<file path="config.mk">
export PLATFORM = sky130hd
export DESIGN_NAME = coppermem_arb
export DESIGN_NICKNAME = d
export VERILOG_FILES = /design/src/rtl/coppermem_arb.sv
export SDC_FILE = /design/constraint.sdc
export NUM_CORES = 1
export LEC_CHECK = 0
export ABC_AREA = 1
export BUFFER_PORTS_ARGS = -buffer_cell sky130_fd_sc_hd__buf_2
export CORE_MARGIN = 5
export CORE_UTILIZATION = 45
export DETAILED_ROUTE_END_ITERATION = 10
export PLACE_DENSITY = 0.85
export SLEW_MARGIN = 20
export SYNTH_ARGS = -nofsm -noshare
export SYNTH_HDL_FRONTEND = slang
export SYNTH_SLANG_ARGS = --single-unit
</file>
<file path="constraint.sdc">
create_clock -name clk -period 2.8 [get_ports clk]
set_clock_uncertainty 0.05 [all_clocks]
set_input_delay 0.42 -clock clk [delete_from_list [all_inputs] [get_ports clk]]
set_output_delay 0.42 -clock clk [all_outputs]
set_load 0.01 [all_outputs]
</file>
<file path="src/rtl/coppermem_arb.sv">
// Access arbiter sharing the even/odd copper program memory banks between the
// copper engine (32-bit fetches, 16-bit self-writes) and the host register port.
module coppermem_arb #(
  parameter int AWIDTH        = 10,
  parameter int HOST_MAX_WAIT = 4
) (
  input  logic              clk,
  input  logic              reset_i,
  // copper fetch and self-write
  input  logic              cop_rd_req_i,
  input  logic [AWIDTH-1:0] cop_rd_addr_i,
  output logic              cop_rd_ack_o,
  output logic              cop_rd_valid_o,
  output logic [31:0]       cop_rd_data_o,
  input  logic              cop_wr_req_i,
  input  logic [AWIDTH:0]   cop_wr_addr_i,
  input  logic [15:0]       cop_wr_data_i,
  output logic              cop_wr_ack_o,
  // host register interface
  input  logic              host_rd_req_i,
  input  logic [AWIDTH:0]   host_rd_addr_i,
  output logic              host_rd_valid_o,
  output logic [15:0]       host_rd_data_o,
  input  logic              host_wr_req_i,
  input  logic [AWIDTH:0]   host_wr_addr_i,
  input  logic [15:0]       host_wr_data_i,
  output logic              host_busy_o,
  // bank ports
  output logic              even_rd_en_o,
  output logic              odd_rd_en_o,
  output logic [AWIDTH-1:0] mem_rd_addr_o,
  input  logic [15:0]       even_rd_data_i,
  input  logic [15:0]       odd_rd_data_i,
  output logic              even_wr_en_o,
  output logic              odd_wr_en_o,
  output logic [AWIDTH-1:0] mem_wr_addr_o,
  output logic [15:0]       mem_wr_data_o
);

  localparam int SW = (HOST_MAX_WAIT < 1) ? 1 : $clog2(HOST_MAX_WAIT + 1);
  localparam logic [SW-1:0] MAX_WAIT = SW'(HOST_MAX_WAIT);

  typedef enum logic [1:0] {TAG_IDLE, TAG_COP, TAG_HOST} tag_e;

  logic              rd_pending, wr_pending;
  logic [AWIDTH:0]   rd_addr_q, wr_addr_q;
  logic [15:0]       wr_data_q;
  logic [SW-1:0]     starve_cnt;
  tag_e              tag_q;
  logic              host_bank_q;
  logic [AWIDTH-1:0] last_rd_addr_q;

  logic              host_rd_gnt, cop_rd_gnt, host_wr_gnt, cop_wr_gnt;
  logic [AWIDTH-1:0] rd_addr_nxt;

  // Every grant is masked during reset so no bank access starts in that cycle.
  always_comb begin
    host_rd_gnt = !reset_i && rd_pending && (!cop_rd_req_i || starve_cnt == MAX_WAIT);
    cop_rd_gnt  = !reset_i && !host_rd_gnt && cop_rd_req_i;
    host_wr_gnt = !reset_i && wr_pending;
    cop_wr_gnt  = !reset_i && !wr_pending && cop_wr_req_i;
  end

  always_comb begin
    rd_addr_nxt = last_rd_addr_q;
    if (host_rd_gnt)
      rd_addr_nxt = rd_addr_q[AWIDTH:1];
    else if (cop_rd_gnt)
      rd_addr_nxt = cop_rd_addr_i;
  end

  always_comb begin
    even_rd_en_o  = cop_rd_gnt || (host_rd_gnt && !rd_addr_q[0]);
    odd_rd_en_o   = cop_rd_gnt || (host_rd_gnt &&  rd_addr_q[0]);
    mem_rd_addr_o = reset_i ? '0 : rd_addr_nxt;
    cop_rd_ack_o  = cop_rd_gnt;

    even_wr_en_o  = 1'b0;
    odd_wr_en_o   = 1'b0;
    mem_wr_addr_o = '0;
    mem_wr_data_o = '0;
    cop_wr_ack_o  = cop_wr_gnt;
    if (host_wr_gnt) begin
      even_wr_en_o  = !wr_addr_q[0];
      odd_wr_en_o   =  wr_addr_q[0];
      mem_wr_addr_o = wr_addr_q[AWIDTH:1];
      mem_wr_data_o = wr_data_q;
    end else if (cop_wr_gnt) begin
      even_wr_en_o  = !cop_wr_addr_i[0];
      odd_wr_en_o   =  cop_wr_addr_i[0];
      mem_wr_addr_o = cop_wr_addr_i[AWIDTH:1];
      mem_wr_data_o = cop_wr_data_i;
    end
  end

  // Return path: valids are registered grant tags; an in-flight read is
  // suppressed if reset lands in its data cycle.
  always_comb begin
    cop_rd_valid_o  = !reset_i && (tag_q == TAG_COP);
    host_rd_valid_o = !reset_i && (tag_q == TAG_HOST);
    cop_rd_data_o   = reset_i ? '0 : {even_rd_data_i, odd_rd_data_i};
    host_rd_data_o  = reset_i ? '0 : (host_bank_q ? odd_rd_data_i : even_rd_data_i);
    host_busy_o     = !reset_i && (rd_pending || wr_pending);
  end

  always_ff @(posedge clk) begin
    if (reset_i) begin
      rd_pending     <= 1'b0;
      wr_pending     <= 1'b0;
      rd_addr_q      <= '0;
      wr_addr_q      <= '0;
      wr_data_q      <= '0;
      starve_cnt     <= '0;
      tag_q          <= TAG_IDLE;
      host_bank_q    <= 1'b0;
      last_rd_addr_q <= '0;
    end else begin
      // A strobe seen while its register is still pending is dropped, even in
      // the cycle that pending request is granted.
      if (!rd_pending) begin
        if (host_rd_req_i) begin
          rd_pending <= 1'b1;
          rd_addr_q  <= host_rd_addr_i;
        end
      end else if (host_rd_gnt) begin
        rd_pending <= 1'b0;
      end

      if (!wr_pending) begin
        if (host_wr_req_i) begin
          wr_pending <= 1'b1;
          wr_addr_q  <= host_wr_addr_i;
          wr_data_q  <= host_wr_data_i;
        end
      end else if (host_wr_gnt) begin
        wr_pending <= 1'b0;
      end

      if (host_rd_gnt)
        starve_cnt <= '0;
      else if (cop_rd_gnt && rd_pending && starve_cnt != MAX_WAIT)
        starve_cnt <= starve_cnt + 1'b1;

      if (host_rd_gnt)
        tag_q <= TAG_HOST;
      else if (cop_rd_gnt)
        tag_q <= TAG_COP;
      else
        tag_q <= TAG_IDLE;

      if (host_rd_gnt)
        host_bank_q <= rd_addr_q[0];

      last_rd_addr_q <= rd_addr_nxt;
    end
  end

endmodule

</file>
==> impl_metrics.py <==
metrics = {
    "status": {
        "outcome": "finished clean",
    },
    "route": {
        "viasPerCell": 4.77,
        "first_iter_violations": 107,
        "drt_pre_antenna_iters": 4,
        "drc_errors": 0,
        "drt-total-wl_microns": 9450,
        "wl_met1_microns": 3750,
        "postRouteAntennaNets": 0,
        "top_layer": "met4",
        "wl_per_cell_microns": 12.5,
        "vias": 3605,
        "met2WireLength_microns": 4970,
        "met3_length_microns": 619,
    },
    "setup_path": {
        "slowest_delay_ps": 370,
        "cp_max_fo": 11,
        "path_class": "flop to output port",
        "start_kind": "flop",
        "path_delay_family": "simple AND/OR/NAND/NOR gates",
        "cpMaxStageDelayCell": "dfxtp_1",
        "crit_arrival_ps": 1810,
        "end_kind": "output port",
        "crit_top_cell": "nand2_1",
        "cp_num_buf_inv": 3,
        "crit_required_ps": 2330,
        "crit_chain": "inv_1 > ha_1 > nand2_1 > nand2_1 > nand2_4 > nand2_2 > inv_2 > nand2_1 > nand2_1 > buf_2",
    },
    "grt": {
        "grt_pass1_vias": 3348,
        "grt_max_degree": 46,
        "grt_usage": 0.204,
        "grt_pass1_wl_microns": 14600,
        "antenna_found_initial": 0,
        "overflow": 0,
    },
    "power": {
        "p_clk_frac": 0.315,
        "pwr_density_cell_nw_per_um2": 464,
        "finalPower_w": 0.00192,
        "p_leak_nw": 2.45,
        "p_comb_frac": 0.224,
        "seqPwrFrac": 0.461,
        "power_switching_w": 0.000532,
        "p_int_w": 0.00138,
        "switching_share": 0.278,
        "peakVddDrop_uv": 393,
    },
    "min_path": {
        "hp-class": "input port to flop",
    },
    "placed_design": {
        "numPortBuffers": 205,
        "place_hpwl_microns": 7380,
        "place.gp.congestion": 0.859,
        "place_inst": 748,
    },
    "synth": {
        "ys_seq_elements": 56,
        "synth_edf_count": 0,
        "ys.flop_type": "dfxtp_1",
        "yosys.area.top_type": "dfxtp_1",
        "synth_area_sq_um": 3090,
        "async_flop_share": 0,
        "post_synth.cell_area_avg_sq_um": 6.31,
        "synth_cell_types": 26,
        "synth_common_cells": "121 x nand2_1, 113 x nor2_1, 56 x dfxtp_1",
        "ys_warn_count": 0,
        "synth_top_area_share": 0.363,
        "yosys-top-cells-area": "dfxtp_1 36%, nand2_1 15%, nor2_1 14%",
        "synthCells": 490,
        "yosysSeqAreaShare": 0.363,
        "synth_fp_nets": 605,
        "yosysMostFrequentCell": "nand2_1",
    },
    "clock_network": {
        "holdBufCountCts": 0,
        "clock_latency_ps": 300,
        "numCtsBuffers": 5,
        "clock-sinks": 56,
        "root_buffer": "clkbuf_8",
        "cts_buffer_depth": 2,
        "cts_setup_buffers": 0,
        "cts_htree_levels": 2,
        "cts_tree": "built",
        "path_clk_slew_ps": 100,
        "cts_resized": 0,
    },
    "sta": {
        "grt_setup_unrepaired": "no",
        "drv_slew": 0,
        "worst_slew_pin_slew_ps": 687,
        "layout_min_cycle_time_ps": 2280,
        "setup_viol": 0,
        "fmax_mhz": 438,
        "max-slew-margin-rel": 0.540,
        "tns_ps": 0,
        "hold_ws_ps": 288,
        "fin_crit_sh": 0.816,
        "hold_viol": 0,
    },
    "floorplanning": {
        "fp-row-count": 30,
        "die_y_microns": 92.9,
        "core_area_sq_um": 6760,
        "die_w_microns": 92.9,
        "pin_count": 206,
        "dieArea_sq_um": 8620,
        "initial_core_util": 0.457,
    },
    "flow_run": {
        "maxCapViolations": 0,
    },
    "cells_and_area": {
        "final-seq-area_sq_um": 1120,
        "post-route-util": 0.611,
        "area_delta_synth_final_pct": 33.5,
        "fill_cells": 662,
        "fin_nets": 790,
        "stdcell_count": 755,
        "multi_input_area_sq_um": 1520,
        "diodes": 0,
        "final_layout_size_suffix_gt1_frac": 0.342,
    },
}
[power by group through the flow]
stage               Combinational, W  Sequential (W)  Clock, W
floorplan                   0.000268        0.000893         0
global placement            0.000419        0.000899         0
detailed placement          0.000431        0.000902         0
CTS                         0.000433        0.000883  0.000621
global route                0.000482        0.000891  0.000645
finish                      0.000429        0.000883  0.000603
[tightest hold or removal path: stages]
cell    delay [ps]
buf_2           70
nor2_1          30
nor2_1          80
[worst paths after layout]
| path | cells after the start | startpoint | slack [ps] | endpoint |
|---|---|---|---|---|
| worst min-delay path | 3 | host_rd_addr_i[6] | 290 | rd_addr_q[6]$_SDFFE_PP0P_ |
| worst max-delay path | 10 | starve_cnt[1]$_SDFFE_PP0P_ | 520 | mem_rd_addr_o[4] |
| worst min register to register | 2 | rd_addr_q[9]$_SDFFE_PP0P_ | 430 | last_rd_addr_q[8]$_DFF_P_ |
| worst max register to register | 4 | rd_pending$_SDFF_PP0_ | 1000 | rd_addr_q[0]$_SDFFE_PP0P_ |
[sequential cells by signal, summed over array words and instances (netlist names)]
register / count
rd_pending: 1
starve_cnt: 3
wr_data_q: 16
tag_q: 2
host_bank_q: 1
wr_pending: 1
wr_addr_q: 11
rd_addr_q: 11
last_rd_addr_q: 10
[metal layers]
| layer | up-vias | GRT usage |
|---|---|---|
| met5 | - | 0 |
| met4 | 0 | 0.0598 |
| met3 | 8 | 0.0341 |
| met2 | 127 | 0.401 |
| met1 | 1590 | 0.219 |
| li1 | 1880 | - |
[area by class of cell]
cell class,count,area share
clock buffers,5,0.0167
clock inverters,2,0.0146
inverters,49,0.0470
multi-input cells,353,0.368
flip-flops and latches,56,0.272
well taps,80,0.0243
repair buffers,210,0.258
[through the flow]
step	area (sq um)	worst slack, ps
2_1_floorplan	3090	1120
3_3_place_gp	4000	772
3_5_place_dp	4000	731
4_1_cts	4130	493
5_1_grt	4130	332
6_report	4130	515
[layout by cell type (no fill, tap or decap), types with 2 or more instances in the layout]
| cell | netlist | routed |
|---|---|---|
| o22ai_1 | 4 | 4 |
| nand2_2 | 2 | 2 |
| a21oi_1 | 19 | 19 |
| bufinv_16 | 0 | 2 |
| clkbuf_8 | 0 | 5 |
| nand2_1 | 121 | 121 |
| o21ai_0 | 42 | 42 |
| inv_1 | 42 | 42 |
| buf_4 | 2 | 5 |
| inv_4 | 2 | 2 |
| nand3_1 | 27 | 27 |
| inv_2 | 4 | 4 |
| buf_2 | 10 | 205 |
| ha_1 | 2 | 2 |
| nor2_1 | 113 | 113 |
| dfxtp_1 | 56 | 56 |
| o21ai_1 | 17 | 17 |
[cells by family (layout without fill, tap and decap cells)]
group                      after synthesis  after routing  synth area share
AOI/OAI and AO/OA                       83             83             0.137
adders and majority gates                2              2           0.00810
buffers and inverters                   81            266             0.146
DFF                                     56             56             0.363
and+or+nand+nor                        268            268             0.346
No activity file was read; power rests on OpenSTA's default activity.
